### src/rtl/pipeline_run_controller.sv
// pipeline_run_controller
// Debugger-facing run/step/halt controller for a simple in-order pipeline.
// Moore FSM: stall, prog_reset, cmd_ready and state decode from the state
// register; o_done is a registered one-cycle pulse.
// Optional feature: define PIPELINE_RUN_CONTROLLER_BREAKPOINT_EN to add a
// PC breakpoint comparator (i_bp_addr / i_bp_valid ports).
// DRAIN_CYCLES must be >= 1.
module pipeline_run_controller #(
  parameter int SIZE         = 32,
  parameter int DRAIN_CYCLES = 4
) (
  input  logic            i_clk,
  input  logic            i_rst_n,
  input  logic            i_cmd_valid,
  input  logic [1:0]      i_cmd,
  output logic            o_cmd_ready,
  input  logic [SIZE-1:0] i_pc,
  input  logic            i_halt_fetched,
`ifdef PIPELINE_RUN_CONTROLLER_BREAKPOINT_EN
  input  logic [SIZE-1:0] i_bp_addr,
  input  logic            i_bp_valid,
`endif
  output logic            o_stall,
  output logic            o_prog_reset,
  output logic            o_done,
  output logic [2:0]      o_state,
  output logic [SIZE-1:0] o_cycle_count
);

  localparam logic [2:0] ST_IDLE   = 3'd0;
  localparam logic [2:0] ST_RUN    = 3'd1;
  localparam logic [2:0] ST_STEP   = 3'd2;
  localparam logic [2:0] ST_DRAIN  = 3'd3;
  localparam logic [2:0] ST_DONE   = 3'd4;
  localparam logic [2:0] ST_PRESET = 3'd5;

  localparam logic [1:0] CMD_RUN    = 2'b00;
  localparam logic [1:0] CMD_STEP   = 2'b01;
  localparam logic [1:0] CMD_HALT   = 2'b10;
  localparam logic [1:0] CMD_PRESET = 2'b11;

  // Drain counter counts DRAIN_CYCLES-1 down to 0, giving DRAIN_CYCLES cycles.
  localparam int             DCW        = (DRAIN_CYCLES > 1) ? $clog2(DRAIN_CYCLES) : 1;
  localparam logic [DCW-1:0] DRAIN_LOAD = DCW'(DRAIN_CYCLES - 1);

  logic [2:0]      r_state;
  logic [2:0]      w_next_state;
  logic            w_done_set;
  logic [DCW-1:0]  r_drain_cnt;
  logic            r_done;
  logic [SIZE-1:0] r_cycle_count;
  logic            w_cmd_acc;
  logic            w_bp_hit;

  // Moore decodes from the state register only.
  assign o_cmd_ready  = (r_state == ST_IDLE) || (r_state == ST_RUN) || (r_state == ST_DONE);
  assign o_stall      = !((r_state == ST_RUN) || (r_state == ST_STEP) || (r_state == ST_DRAIN));
  assign o_prog_reset = (r_state == ST_PRESET);
  assign o_state      = r_state;
  assign o_done       = r_done;
  assign o_cycle_count = r_cycle_count;

  assign w_cmd_acc = i_cmd_valid && o_cmd_ready;

`ifdef PIPELINE_RUN_CONTROLLER_BREAKPOINT_EN
  logic r_bp_mask;

  // Mask the match in the first RUN cycle so a run can resume from the breakpoint PC.
  always_ff @(posedge i_clk or negedge i_rst_n) begin
    if (!i_rst_n) begin
      r_bp_mask <= 1'b0;
    end else begin
      r_bp_mask <= (r_state == ST_IDLE) && (w_next_state == ST_RUN);
    end
  end

  assign w_bp_hit = i_bp_valid && (i_pc == i_bp_addr) && !r_bp_mask;
`else
  logic w_unused_pc;
  assign w_unused_pc = ^i_pc;
  assign w_bp_hit    = 1'b0;
`endif

  // Next-state and done-pulse request.
  always_comb begin
    // NOTE: defaults first so every path assigns every output -- no latches.
    w_next_state = r_state;
    w_done_set   = 1'b0;
    case (r_state)
      ST_IDLE: begin
        if (w_cmd_acc) begin
          if (i_cmd == CMD_RUN)         w_next_state = ST_RUN;
          else if (i_cmd == CMD_STEP)   w_next_state = ST_STEP;
          else if (i_cmd == CMD_PRESET) w_next_state = ST_PRESET;
        end
      end
      ST_RUN: begin
        // Precedence: PROG_RESET > HALT fetched > breakpoint > HALT command.
        if (w_cmd_acc && (i_cmd == CMD_PRESET)) begin
          w_next_state = ST_PRESET;
        end else if (i_halt_fetched) begin
          w_next_state = ST_DRAIN;
        end else if (w_bp_hit || (w_cmd_acc && (i_cmd == CMD_HALT))) begin
          w_next_state = ST_IDLE;
          w_done_set   = 1'b1;
        end
      end
      ST_STEP: begin
        if (i_halt_fetched) begin
          w_next_state = ST_DRAIN;
        end else begin
          w_next_state = ST_IDLE;
          w_done_set   = 1'b1;
        end
      end
      ST_DRAIN: begin
        if (r_drain_cnt == '0) begin
          w_next_state = ST_DONE;
          w_done_set   = 1'b1;
        end
      end
      ST_DONE: begin
        if (w_cmd_acc && (i_cmd == CMD_PRESET)) w_next_state = ST_PRESET;
      end
      ST_PRESET: w_next_state = ST_IDLE;
      default:   w_next_state = ST_IDLE;
    endcase
  end

  // State register and registered done pulse.
  always_ff @(posedge i_clk or negedge i_rst_n) begin
    // NOTE: non-blocking assignments in clocked blocks so all registers update together.
    if (!i_rst_n) begin
      r_state <= ST_IDLE;
      r_done  <= 1'b0;
    end else begin
      r_state <= w_next_state;
      r_done  <= w_done_set;
    end
  end

  // Drain counter: load on DRAIN entry, count down while draining.
  always_ff @(posedge i_clk or negedge i_rst_n) begin
    if (!i_rst_n) begin
      r_drain_cnt <= '0;
    end else if ((w_next_state == ST_DRAIN) && (r_state != ST_DRAIN)) begin
      r_drain_cnt <= DRAIN_LOAD;
    end else if ((r_state == ST_DRAIN) && (r_drain_cnt != '0)) begin
      r_drain_cnt <= r_drain_cnt - DCW'(1);
    end
  end

  // Saturating count of unstalled cycles; cleared on entry to PRESET.
  always_ff @(posedge i_clk or negedge i_rst_n) begin
    if (!i_rst_n) begin
      r_cycle_count <= '0;
    end else if (w_next_state == ST_PRESET) begin
      r_cycle_count <= '0;
    end else if (!o_stall && (r_cycle_count != '1)) begin
      r_cycle_count <= r_cycle_count + SIZE'(1);
    end
  end

endmodule

### config.mk
export PLATFORM = sky130hd
export DESIGN_NAME = pipeline_run_controller
export DESIGN_NICKNAME = d
export VERILOG_FILES = /design/src/rtl/pipeline_run_controller.sv
export SDC_FILE = /design/constraint.sdc
export NUM_CORES = 1
export LEC_CHECK = 0
export CAP_MARGIN = 20
export CORE_MARGIN = 5
export CORE_UTILIZATION = 45
export DETAILED_ROUTE_END_ITERATION = 12
export GPL_ROUTABILITY_DRIVEN = 0
export GPL_TIMING_DRIVEN = 0
export PLACE_DENSITY = 0.81
export SLEW_MARGIN = 10
export SYNTH_ARGS = -nofsm -noshare
export SYNTH_HDL_FRONTEND = slang
export SYNTH_SLANG_ARGS = --single-unit
### constraint.sdc
create_clock -name i_clk -period 2.3 [get_ports i_clk]
set_input_delay 0.23 -clock i_clk [delete_from_list [all_inputs] [get_ports i_clk]]
set_output_delay 0.23 -clock i_clk [all_outputs]
set_load 0.02 [all_outputs]
==> PnR_summary.wiki <==
{| class="wikitable"
! Metric !! Value
|-
| Synthesis-stage register bit count || 38
|-
| Maximum level of the CTS H-tree || 2
|-
| Worst setup slack after layout || 125 ps
|-
| Worst-case clock skew || 5.54 ps
|-
| Critical path capture point type || register
|-
| Layout net count || 340
|-
| R2R Path Start || o_cycle_count[1]$_DFFE_PN0P_
|-
| Area added between synthesis and finish || 32.9%
|-
| Max-cap check violation count || 0
|-
| Peak Freq || 460 MHz
|-
| Total buffers and inverters traversed by the critical path || 2
|-
| Gr usage total || 19.0%
|-
| Largest net degree at the start of global routing || 21
|-
| Non-Filler Cell Area, Final || 2890 µm²
|-
| Combined area of the multi-input logic cells || 1130 µm²
|-
| Sequential-to-total area share from yosys stat || 43.7%
|-
| Number of CTS-inserted buffers || 5
|-
| Register area || 955 µm²
|-
| Pin slew with the least headroom to its limit || 558 ps
|-
| Clock-pin slew on the worst setup and hold paths || 80 ps
|-
| Switching portion of total power || 39.0%
|-
| Height of the die || 79.6 µm
|-
| Final count of hold timing violations || 0
|-
| Antenna violations before repair || 0
|-
| Clock share of power || 25.3%
|-
| Number of nets in the synthesized netlist || 287
|-
| HP Class || input pin to async pin
|-
| Total wire length || 5.64 mm
|-
| DPL Wire Length || 4.03 mm
|-
| Fraction of final layout cells sized beyond drive strength 1 || 11.0%
|-
| Bufs on Longest Clock Path || 2
|-
| Overall die area || 6330 µm²
|-
| Post-route worst hold slack || 423 ps
|-
| Gate power share || 41.2%
|-
| Worst Setup Slack post-DPL || -26.3 ps
|-
| Filler instances || 389
|-
| Setup crit start || o_cycle_count[1]$_DFFE_PN0P_
|-
| Post-detailed-route wirelength per cell || 15.3 µm
|-
| Switching power total || 0.00110 W
|-
| # port buffers || 44
|-
| Rows || 25
|-
| First DRT Iteration DRCs || 114
|-
| Maximum ir drop on the vdd rail || 0.483 mV
|-
| Number of distinct standard cells referenced by the synthesized netlist || 42
|-
| Result of the run || completed
|-
| Count of endpoints failing setup in the final report || 0
|-
| Cell Chain, Critical Path || ha_2 -> nand2_1 -> nor3_2 -> a31o_2 -> buf_2 -> buf_4 -> o31ai_1 -> a21oi_1
|-
| Detailed-router iteration count before antenna repair || 4
|-
| Area share of the largest cell type after synthesis || 43.7%
|-
| Most common cell after layout, fill and taps aside || sky130_fd_sc_hd__clkdlybuf4s50_1
|-
| First-pass GRT wire length || 9.63 mm
|-
| Horizontal die dimension || 79.6 µm
|-
| Vias in the first global route || 2,081
|-
| Classification of the worst setup path || register to register
|-
| Standard cell area after detailed placement || 2730 µm²
|-
| Fraction of power consumed by sequential logic || 33.5%
|-
| Grt total ovfl || 0
|-
| Remaining antenna violation count || 0
|-
| Detailed-route via count || 2,142
|-
| Largest fanout on the critical path || 10
|-
| Overall power after layout || 0.00281 W
|-
| IO Pins || 77
|-
| Critical path startpoint category || register
|-
| Slew Limit Fails || 0
|-
| Max-slew headroom || 62.4%
|-
| TritonCTS sink count || 38
|-
| Clock period minus final worst setup slack || 2180 ps
|-
| EDFF count, synth || 0
|-
| Mapped Avg Cell Area || 8.82 µm²
|-
| Clock root cell || sky130_fd_sc_hd__clkbuf_8
|-
| Biggest cell delay along the critical path || 450 ps
|-
| Final period utilization || 94.6%
|-
| Dominant cell type by area after synthesis || sky130_fd_sc_hd__dfrtp_1
|-
| Drt via density || 5.82
|-
| Number of cells produced by synthesis || 247
|-
| Crit-path leading delay family || compound AO/OA/AOI/OAI gates
|-
| Post-detailed-route DRC marker count || 0
|-
| Clock latency at the later pin of the worst-skew pair || 300 ps
|-
| Cell-internal power || 0.00172 W
|-
| CTS tree || done
|-
| Cell area after technology mapping || 2180 µm²
|-
| Cell types occupying the most area after synthesis || sky130_fd_sc_hd__dfrtp_1 44%, sky130_fd_sc_hd__a21oi_1 6.2%, sky130_fd_sc_hd__or4_1 5.9%, sky130_fd_sc_hd__o31ai_1 4.5%, sky130_fd_sc_hd__nand2_1 4.1%
|-
| Crit path arrival time || 2400 ps
|-
| Ant diodes || 0
|-
| Static leakage || 1.12 nW
|-
| Slowest stage cell on the critical path || sky130_fd_sc_hd__dfrtp_1
|-
| Async set or reset register ratio after synthesis || 100%
|-
| Core area || 4720 µm²
|-
| Highest-count cells in the layout ignoring fill and taps || 43 x sky130_fd_sc_hd__clkdlybuf4s50_1, 35 x sky130_fd_sc_hd__dfrtp_1, 27 x sky130_fd_sc_hd__a21oi_1
|-
| Power density normalized to cell area || 972 nW/µm²
|-
| Setup TNS Final || 0 ps
|-
| Required @ worst endpoint || 2520 ps
|-
| Most used flip-flop cell after synthesis || sky130_fd_sc_hd__dfrtp_1
|-
| Initial standard-cell utilization of the core || 46.1%
|-
| Number of warnings issued by yosys || 0
|}
power by group through the flow:
stage | Clock (W) | Combinational (W) | Sequential (W)
4_1_cts | 0.000719 | 0.00115 | 0.000935
2_1_floorplan | 0 | 0.000575 | 0.00104
3_3_place_gp | 0 | 0.00111 | 0.000942
5_1_grt | 0.000748 | 0.00128 | 0.000962
6_report | 0.000712 | 0.00116 | 0.000941
3_5_place_dp | 0 | 0.00114 | 0.000948
kinds of logic after synthesis:
family	Yosys count	share of synthesized area, %
and+or+nand+nor	113	30.6
AOI/OAI and AO/OA	66	18.0
DFF	38	43.7
buffers and inverters	23	4.60
xor gates and xnor gates	4	1.61
adders and majority gates	2	1.15
muxes	1	0.460
timing repair:
item | CTS | global route
hold buffers | 1 | 0
endpoints found under the hold margin | 18 | 0
endpoints found under the setup margin | 0 | 33
setup buffers | 0 | 0
gates resized for setup | 0 | 11
state kept, by name, indices dropped and copies added, names as in the netlist:
| name | cells |
|---|---|
| o_cycle_count | 32 |
| o_state | 3 |
| o_done | 1 |
| r_drain_cnt | 2 |
path summary, 6_finish.rpt:
path	to	slack (ps)	cells after the start
worst max-delay path	o_cycle_count[16]$_DFFE_PN0P_	120	8
worst min-delay path	o_cycle_count[3]$_DFFE_PN0P_	420	2
worst max register to register	o_cycle_count[16]$_DFFE_PN0P_	120	8
worst min register to register	r_drain_cnt[1]$_DFFE_PN0P_	530	2
max in group asynchronous	o_cycle_count[17]$_DFFE_PN0P_	1410	3
min in group i_clk	r_drain_cnt[1]$_DFFE_PN0P_	530	2
synthesized netlist by cell type (all sizes together), types with 3 or more instances:
| cell | n |
|---|---|
| nor4 | 3 |
| a21oi | 27 |
| or3 | 12 |
| nand3 | 17 |
| xnor2 | 3 |
| nand4 | 10 |
| nand2 | 24 |
| or4 | 17 |
| o21ai | 15 |
| nor2 | 15 |
| clkbuf | 5 |
| o31ai | 13 |
| buf | 7 |
| inv | 11 |
| dfrtp | 38 |
| o211ai | 5 |
per-stage QoR:
step	utilization, %	instances
2_1_floorplan	-	247
3_3_place_gp	57.2	358
3_5_place_dp	57.7	359
4_1_cts	60.9	368
5_1_grt	61.3	368
6_report	61.3	368
layout make-up:
| type | count | share of cell area, % |
|---|---|---|
| sequential | 38 | 33.0 |
| clock buffer | 6 | 2.85 |
| tap | 67 | 2.90 |
| inverter | 11 | 1.43 |
| clock inverter | 2 | 2.08 |
| timing repair buffer | 46 | 16.3 |
| buffer | 12 | 2.20 |
| multi-input combinational | 186 | 39.2 |
per-layer routing:
layer / wire length (µm) / GRT usage (%) / part of all wire [%] / up-vias
met1: 2530 / 24.3 / 45 / 1035
met5: 0 / 0 / 0 / -
met4: 59 / 6.70 / 1.0 / 0
li1: - / - / - / 1039
met3: 366 / 5.19 / 6.5 / 6
met2: 2680 / 30.8 / 48 / 62
Note: power is estimated with default switching activity, not from simulation.
